`src/rtl/pc_sequencer.sv`:
```
// Program-counter sequencer for the 8-bit instruction ROM/decoder.
// Steps pc, resolves branches, stalls on memory ops, halts on faults.
module pc_sequencer #(
  parameter logic [15:0] PROG_LEN    = 16'd26,
  parameter logic [7:0]  MEM_TIMEOUT = 8'd16
) (
  input  logic        clk,
  input  logic        rst_n,
  input  logic        start,
  input  logic [3:0]  opcode,
  input  logic [15:0] jmpLoc,
  input  logic        eq_flag,
  input  logic        lt_flag,
  input  logic        mem_ack,
  output logic [15:0] pc,
  output logic        reg_we,
  output logic        mem_re,
  output logic        mem_we,
  output logic        busy,
  output logic        done,
  output logic        fault,
  output logic [15:0] instr_count
);

  localparam logic [3:0] OP_LB   = 4'h0;
  localparam logic [3:0] OP_LHB  = 4'h1;
  localparam logic [3:0] OP_JMP  = 4'h2;
  localparam logic [3:0] OP_STR  = 4'h3;
  localparam logic [3:0] OP_LIM  = 4'h4;
  localparam logic [3:0] OP_MVB  = 4'h5;
  localparam logic [3:0] OP_MVF  = 4'h6;
  localparam logic [3:0] OP_ADD  = 4'h7;
  localparam logic [3:0] OP_SUB  = 4'h8;
  localparam logic [3:0] OP_SFT  = 4'h9;
  localparam logic [3:0] OP_BNE  = 4'hA;
  localparam logic [3:0] OP_BEQ  = 4'hB;
  localparam logic [3:0] OP_BLT  = 4'hC;
  localparam logic [3:0] OP_INC  = 4'hD;
  localparam logic [3:0] OP_HALT = 4'hE;
  localparam logic [3:0] OP_TBA  = 4'hF;

  typedef enum logic [1:0] {
    S_IDLE,
    S_RUN,
    S_MEM,
    S_HALT
  } state_t;

  state_t      r_state;
  state_t      w_state_nx;
  logic [15:0] r_pc;
  logic [15:0] w_pc_nx;
  logic [15:0] r_cnt;
  logic [15:0] w_cnt_nx;
  logic [7:0]  r_wait;
  logic [7:0]  w_wait_nx;
  logic [7:0]  w_wait_inc;
  logic        r_fault;
  logic        w_fault_nx;
  logic        r_st;
  logic        w_st_nx;
  logic        w_reg_we;
  logic        w_mem_re;
  logic        w_mem_we;
  logic        w_adv;
  logic [15:0] w_tgt;
  logic [15:0] w_pc_inc;

  assign w_pc_inc   = r_pc + 16'd1;
  assign w_wait_inc = r_wait + 8'd1;

  // State and datapath registers
  always_ff @(posedge clk) begin
    if (!rst_n) begin
      r_state <= S_IDLE;
      r_pc    <= 16'd0;
      r_cnt   <= 16'd0;
      r_wait  <= 8'd0;
      r_fault <= 1'b0;
      r_st    <= 1'b0;
    end else begin
      r_state <= w_state_nx;
      r_pc    <= w_pc_nx;
      r_cnt   <= w_cnt_nx;
      r_wait  <= w_wait_nx;
      r_fault <= w_fault_nx;
      r_st    <= w_st_nx;
    end
  end

  // Next-state, pc update and strobe decode
  always_comb begin
    w_state_nx = r_state;
    w_pc_nx    = r_pc;
    w_cnt_nx   = r_cnt;
    w_wait_nx  = r_wait;
    w_fault_nx = r_fault;
    w_st_nx    = r_st;
    w_reg_we   = 1'b0;
    w_mem_re   = 1'b0;
    w_mem_we   = 1'b0;
    w_adv      = 1'b0;
    w_tgt      = w_pc_inc;
    unique case (r_state)
      S_IDLE, S_HALT: begin
        if (start) begin
          w_state_nx = S_RUN;
          w_pc_nx    = 16'd0;
          w_cnt_nx   = 16'd0;
          w_fault_nx = 1'b0;
        end
      end
      S_RUN: begin
        unique case (opcode)
          OP_LB, OP_STR: begin
            w_mem_re = (opcode == OP_LB);
            w_mem_we = (opcode == OP_STR);
            if (mem_ack) begin
              w_reg_we = (opcode == OP_LB);
              w_adv    = 1'b1;
            end else begin
              w_state_nx = S_MEM;
              w_wait_nx  = 8'd0;
              w_st_nx    = (opcode == OP_STR);
            end
          end
          OP_JMP: begin
            w_tgt = jmpLoc;
            w_adv = 1'b1;
          end
          OP_BNE: begin
            w_tgt = !eq_flag ? jmpLoc : w_pc_inc;
            w_adv = 1'b1;
          end
          OP_BEQ: begin
            w_tgt = eq_flag ? jmpLoc : w_pc_inc;
            w_adv = 1'b1;
          end
          OP_BLT: begin
            w_tgt = lt_flag ? jmpLoc : w_pc_inc;
            w_adv = 1'b1;
          end
          OP_HALT: begin
            w_state_nx = S_HALT;
            if (r_cnt != 16'hFFFF) w_cnt_nx = r_cnt + 16'd1;
          end
          OP_TBA: w_adv = 1'b1;
          OP_LHB, OP_LIM, OP_MVB, OP_MVF,
          OP_ADD, OP_SUB, OP_SFT, OP_INC: begin
            w_reg_we = 1'b1;
            w_adv    = 1'b1;
          end
        endcase
      end
      S_MEM: begin
        w_mem_re = !r_st;
        w_mem_we = r_st;
        if (mem_ack) begin
          w_reg_we = !r_st;
          w_adv    = 1'b1;
        end else begin
          w_wait_nx = w_wait_inc;
          if (w_wait_inc >= MEM_TIMEOUT) begin
            w_state_nx = S_HALT;
            w_fault_nx = 1'b1;
          end
        end
      end
      default: ;
    endcase
    if (w_adv) begin
      w_pc_nx = w_tgt;
      if (r_cnt != 16'hFFFF) w_cnt_nx = r_cnt + 16'd1;
      if (w_tgt >= PROG_LEN) begin
        w_state_nx = S_HALT;
        w_fault_nx = 1'b1;
      end else begin
        w_state_nx = S_RUN;
      end
    end
  end

  assign pc          = r_pc;
  assign instr_count = r_cnt;
  assign fault       = r_fault;
  assign busy        = (r_state == S_RUN) || (r_state == S_MEM);
  assign done        = (r_state == S_HALT);
  assign reg_we      = w_reg_we;
  assign mem_re      = w_mem_re;
  assign mem_we      = w_mem_we;

endmodule

```
`config.mk`:
```
export PLATFORM = sky130hd
export DESIGN_NAME = pc_sequencer
export DESIGN_NICKNAME = d
export VERILOG_FILES = /design/src/rtl/pc_sequencer.sv
export SDC_FILE = /design/constraint.sdc
export NUM_CORES = 1
export LEC_CHECK = 0
export ABC_AREA = 0
export CAP_MARGIN = 20
export CORE_ASPECT_RATIO = 1.4
export CORE_MARGIN = 10
export CORE_UTILIZATION = 40
export CTS_BUF_LIST = sky130_fd_sc_hd__clkbuf_8 sky130_fd_sc_hd__clkbuf_16
export CTS_CLUSTER_DIAMETER = 60
export DETAILED_ROUTE_END_ITERATION = 7
export PLACE_DENSITY = 0.74
export SYNTH_ARGS = -nofsm -noshare
export SYNTH_HDL_FRONTEND = slang
export SYNTH_SLANG_ARGS = --single-unit
```
`constraint.sdc`:
```
create_clock -name clk -period 2.9 [get_ports clk]
set_input_delay 0.435 -clock clk [delete_from_list [all_inputs] [get_ports clk]]
set_output_delay 0.435 -clock clk [all_outputs]
set_load 0.005 [all_outputs]
```
==> results of run 1 <==
## through the flow
step,TNS [ps],util [%],hold WS [ps],worst slack (ps)
final,0,53.3,521,121
after detailed placement,-12.2,51.5,514,-12.2
after floorplan,0,-,477,649
after CTS,0,53.1,523,4.54
after global routing,0,53.3,561,1.51
after global placement,0,51.5,496,39.6
## cell type report
class | instances | area [um^2]
Clock buffer | 5 | 125
Clock inverter | 2 | 12.5
Fill cell | 828 | 3990
Inverter | 21 | 78.8
Multi-Input combinational cell | 396 | 2400
Sequential cell | 44 | 881
Tap cell | 105 | 131
Timing Repair Buffer | 101 | 933
## placed cells by master (no fill, tap or decap), types with 3 or more instances in the layout
master           netlist  final
nor2_1                41     41
o211ai_1               6      6
ha_1                   6      6
buf_4                  5     37
mux2i_1                3      3
nor3_1                16     16
or2_2                  3      3
o31ai_1                3      3
a21oi_1               48     48
clkdlybuf4s50_1        0     61
o21a_1                 7      7
or3_1                  9      9
a21boi_0               3      3
o211a_1                5      5
or4_1                  4      4
xnor2_1                8      8
dfxtp_1               44     44
o21ai_0               34     34
nor2b_1               14     14
a31oi_1                9      9
nand2b_1               3      3
nand4_1                5      5
nand3_1               25     25
nand2_1               49     49
a211o_1                3      3
xor2_1                 4      4
a22oi_1                8      8
inv_1                 21     21
and2_1                11     11
clkbuf_16              0      5
nand3b_1               5      5
nor4_1                 5      5
o22ai_1                5      5
o41ai_1                3      3
and3_1                 8      8
## critical path, delay by kind of cell
kind | cells | cell delay, ps
buf+inv | 2 | 950
compound gates | 2 | 350
simple gates | 2 | 610
## registers in the layout, summed over array words and instances, names as in the netlist
register	cells
instr_count	16
r_wait	8
r_st	1
fault	1
pc	16
r_state	2
## worst max-delay path by stage
| stage | start | cells past startpoint | to | slack, ps |
|---|---|---|---|---|
| final | opcode[3] | 6 | reg_we | 120 |
| after global routing | opcode[3] | 6 | reg_we | 2 |
| after CTS | opcode[2] | 6 | reg_we | 5 |
| after detailed placement | opcode[1] | 8 | fault$_SDFF_PN0_ | -10 |
| after global placement | opcode[2] | 6 | reg_we | 40 |
| after floorplan | opcode[2] | 8 | fault$_SDFF_PN0_ | 650 |
## power by group
| group | leakage (nW) | switching [W] | internal [W] | total [W] |
|---|---|---|---|---|
| clock | 0.0657 | 0.000239 | 0.000313 | 0.000552 |
| combinational | 1.23 | 0.000744 | 0.000520 | 0.00126 |
| sequential | 0.355 | 0.0000529 | 0.000642 | 0.000695 |
| total | 1.65 | 0.00104 | 0.00147 | 0.00251 |
## routing by layer
metal  wire (um)  part of all wire [%]
met5           0                     0
met4         351                   3.1
met3         808                   7.1
met2        5770                    51
met1        4460                    39
## logic make-up (layout without fill, tap and decap cells)
group           Yosys count  in the layout  share of synthesized area, %
flops                    44             44                          25.2
fa+ha+maj                 6              6                          2.15
simple gates            211            211                          31.6
xor+xnor                 12             12                          3.01
mux                       5              5                          1.51
buf+inv                  52            129                          6.59
compound gates          162            162                          29.9
==> out/qor.yml, run 1 <==
crit_arrival_ps: 2340
relSlewSlack_pct: 55.7
cp_common_cell: "clkdlybuf4s50_1"
cts-root-buf: "clkbuf_16"
ys_warn_count: 0
crit_type: "in -> out"
met3_usage_pct: 4.10
hold_viol: 0
antenna_found_initial: 0
synth_area_um2: 3490
dr.pass1.iters: 4
diodes: 0
ant_nets: 0
min_to: "pc[14]$_SDFFE_PN0P_"
setup_viol_count_final: 0
finalCritPeriodShare_pct: 95.8
finalCriticalPeriod_ps: 2780
crit_path_max_fanout: 2
clk_pin_slew_ps: 60
wl_um: 11400
drtIter0Drc: 206
place_area_um2: 4400
yosysMostFrequentCell: "nand2_1"
finalInstanceArea_um2: 4570
grt_pass1_wl_um: 18600
peakVddDrop_uv: 457
r2r_end: "instr_count[8]$_SDFF_PN0_"
cts_made_buffers: 5
fin_worst_skew_ps: 5.38
min_from: "pc[14]$_SDFFE_PN0P_"
yosysTopAreaCell: "dfxtp_1"
startpoint_type: "input port"
crit_chain: "clkdlybuf4s50_1 > or3b_2 > o32ai_4 > a22oi_1 > nor2_1 > clkdlybuf4s50_1"
hold_buffers: 0
fp.dieW_um: 99.0
insertion_delay_ps: 290
r2r_slack_ps: 300
start_util_pct: 40.8
synth.avg_cell_area_um2: 7.10
num_vias: 3982
p_per_area_nw_per_um2: 550
gp_congestion: 0.965
rsz0062_at_grt: "no"
core-area_um2: 8560
io_pins: 64
numClockSinks: 44
postCtsSetupBuffers: 0
overflow: 0
synth_top_cell_area_share_pct: 25.2
grt-busiest-layer: "met2"
die-area_um2: 12900
die_y_um: 131
synth_nets: 524
rows: 40
post-route-drc-count: 0
synth_cell_type_count: 72
leakage_nw: 1.65
drive_gt1_share_pct: 11.1
cts-resized-gates: 0
yosys_most_used_dff: "dfxtp_1"
cts_tree: "built"
fmax_mhz: 360
maxSlewViolCount: 0
dp_hpwl_um: 8690
port_buffers: 63
dp.cells: 667
status: "complete, no violations"
p_total_w: 0.00251
cp_slowest_cell: "or3b_2"
endpoint_kind: "primary output"
grt_max_degree: 22
met1_usage_pct: 18.7
fin_cells: 674
syn_inst: 492
grt_util_all_layers_pct: 17.0
yosysSeqAreaShare_pct: 25.2
cp_data_required_time_ps: 2470
synth-seq-cells: 44
synth_edf_count: 0
htreeDepth: 2
synthArstFlopShare_pct: 0
nets: 601
ys_top_cells_by_count: "nand2_1 (49), a21oi_1 (48), dfxtp_1 (44)"
whs_path_depth: 2
tightest_slew_ps: 656
ctsLongestPathBuffers: 2
cap_violations: 0
grt_pass1_vias: 3885
area_growth_pct: 30.8
hp-class: "reg -> reg"
regToRegStartpoint: "instr_count[0]$_SDFF_PN0_"
synthTopCellsByArea: "dfxtp_1 (25%), a21oi_1 (6.9%), nand2_1 (5.3%), o21ai_0 (4.9%), nor2_1 (4.4%)"
reg2reg_depth: 9
via_per_inst: 5.91
grt_use_met2_pct: 30.9
max_stage_delay_ps: 520
routedWlPerCell_um: 16.9
(Power assumes the default switching activity.)
==> inputs of run 2 (changes only) <==
Settings changed: CORE_MARGIN 10 to 2.
==> run 2 against run 1 <==
Net effect: fmax rose by 0.21%; critical path depth rose by 1; combinational power barely moved; worst setup slack improved by 5.9 ps; via count rose by 0.15%; cell area barely moved.
==> out/qor.yml, run 2 (same netlist as run 1, synthesis figures left out) <==
status: "complete, no violations"
hold_buffers: 0  # unchanged
r2r_slack_ps: 380  # +80 ps
min_from: "pc[14]$_SDFFE_PN0P_"
r2r_end: "instr_count[4]$_SDFF_PN0_"
fmax_mhz: 361  # +0.21%
grt_pass1_vias: 3928  # +1.1%
via_per_inst: 5.92  # +0.15%
port_buffers: 63  # unchanged
grt_util_all_layers_pct: 23.1  # +6.1 points
crit_path_max_fanout: 5  # +3
finalCriticalPeriod_ps: 2770  # -5.88 ps
hold_viol: 0  # unchanged
cap_violations: 0  # unchanged
worst_slack_ps: 127  # +5.88 ps
wl_um: 11100  # -2.9%
io_pins: 64  # unchanged
numClockSinks: 44  # unchanged
peakVddDrop_uv: 402  # -12%
antenna_found_initial: 0  # unchanged
routedWlPerCell_um: 16.4  # -2.9%
num_vias: 3988  # +0.15%
layout_commonest_cell: "clkdlybuf4s50_1"
rows: 40  # unchanged
reg2reg_depth: 9  # unchanged
diodes: 0  # unchanged
regToRegStartpoint: "instr_count[0]$_SDFF_PN0_"
pre_cts_ws_ps: 2.39  # +14.5 ps
htreeDepth: 2  # unchanged
rsz0062_at_grt: "no"
relSlewSlack_pct: 57.9  # +2.3 points
dr.pass1.iters: 5  # +1
startpoint_type: "input port"
endpoint_kind: "primary output"
cts-root-buf: "clkbuf_16"
grt_max_degree: 31  # +41%
ant_nets: 0  # unchanged
hp-class: "reg -> reg"
ctsLongestPathBuffers: 2  # unchanged
cts_tree: "built"
die-area_um2: 9500  # -26%
worstSetupStartpoint: "opcode[2]"
p_per_area_nw_per_um2: 546  # -0.78%
drtIter0Drc: 249  # +21%
layout_common_cells: "clkdlybuf4s50_1 (63), nand2_1 (49), a21oi_1 (48), dfxtp_1 (44), nor2_1 (41)"
gp_congestion: 0.934  # -3.2%
postCtsSetupBuffers: 0  # unchanged
fin_worst_skew_ps: 6.92  # +1.54 ps
die_y_um: 115  # -12%
p_total_w: 0.00249  # -0.83%
endpoint: "mem_we"
drive_gt1_share_pct: 11.1  # unchanged
cts_made_buffers: 5  # unchanged
overflow: 0  # unchanged
nets: 601  # unchanged
finalCritPeriodShare_pct: 95.6  # -0.20 points
grt_pass1_wl_um: 18400  # -1.4%
cp_data_required_time_ps: 2470  # about the same
post-route-drc-count: 0  # unchanged
start_util_pct: 41.0  # +0.24 points
fillers: 842  # +1.7%
leakage_nw: 1.62  # -1.8%
crit_arrival_ps: 2340  # about the same
clk_pin_slew_ps: 60  # about the same
maxSlewViolCount: 0  # unchanged
area_growth_pct: 30.7  # about the same
setup_tns_ps: 0  # unchanged
tightest_slew_ps: 625  # -31.3 ps
dp_hpwl_um: 8230  # -5.3%
hold_slack_ps: 522  # +1.26 ps
utilization_pct: 53.6  # +0.28 points
setup_viol_count_final: 0  # unchanged
insertion_delay_ps: 290  # about the same
fp.dieW_um: 83.0  # -16%
core-area_um2: 8510  # -0.58%
crit_type: "in -> out"
[run 2: cell types whose count changed in the layout (fill, tap and decap cells not counted)]
cell             change
clkdlybuf4s50_1      +2
dlymetal6s2s_1       -2
or3b_2               -1
or3b_4               +1
[run 2: final cells by class]
| type | instances | area [um^2] | share of cell area (%) |
|---|---|---|---|
| sequential | 44 | 881 | 19.3 |
| multi-input combinational | 396 | 2410 | 52.7 |
| inverter | 21 | 78.8 | 1.73 |
| timing repair buffer | 101 | 928 | 20.3 |
| clock buffer | 5 | 125 | 2.74 |
| clock inverter | 2 | 12.5 | 0.274 |
| tap | 105 | 131 | 2.88 |
[run 2: worst min-delay path by stage]
stage                        endpoint  slack [ps]  cells past startpoint
4_1_cts           pc[14]$_SDFFE_PN0P_         530                      2
3_5_place_dp      pc[14]$_SDFFE_PN0P_         520                      2
2_1_floorplan       r_st$_SDFFE_PN0P_         480                      2
6_report          pc[14]$_SDFFE_PN0P_         520                      2
5_1_grt           pc[14]$_SDFFE_PN0P_         590                      2
3_3_place_gp   r_wait[1]$_SDFFE_PN0P_         500                      2
[run 2: what timing repair did]
item | 4_1_cts | 5_1_grt
gates resized for setup | 1 | 2
endpoints found under the setup margin | 1 | 2
hold endpoints to repair | 0 | 0
[run 2: layer usage]
layer  up-vias  routed length (um)  global-route usage, %
li1       1952                   -                      -
met1      1867                4440                   26.4
met2       152                5800                   43.4
met3        17                 638                   3.75
met4         0                 183                   8.20
met5         -                   0                      0
[run 2: critical path, cell delays in order]
cell and delay (ps):
clkdlybuf4s50_1 470, or3b_4 420, buf_4 160, inv_1 60, a32oi_1 90, nor2_1 150
clkdlybuf4s50_1 540
[run 2: metrics by stage]
stage,cells,cell area (um^2)
floorplan,492,3490
global placement,667,4400
detailed placement,667,4400
CTS,674,4550
global route,674,4560
finish,674,4560
[run 2: where the power goes]
group | switching [W] | internal (W)
Clock | 0.000245 | 0.000313
Sequential | 0.0000614 | 0.000642
Combinational | 0.000723 | 0.000506
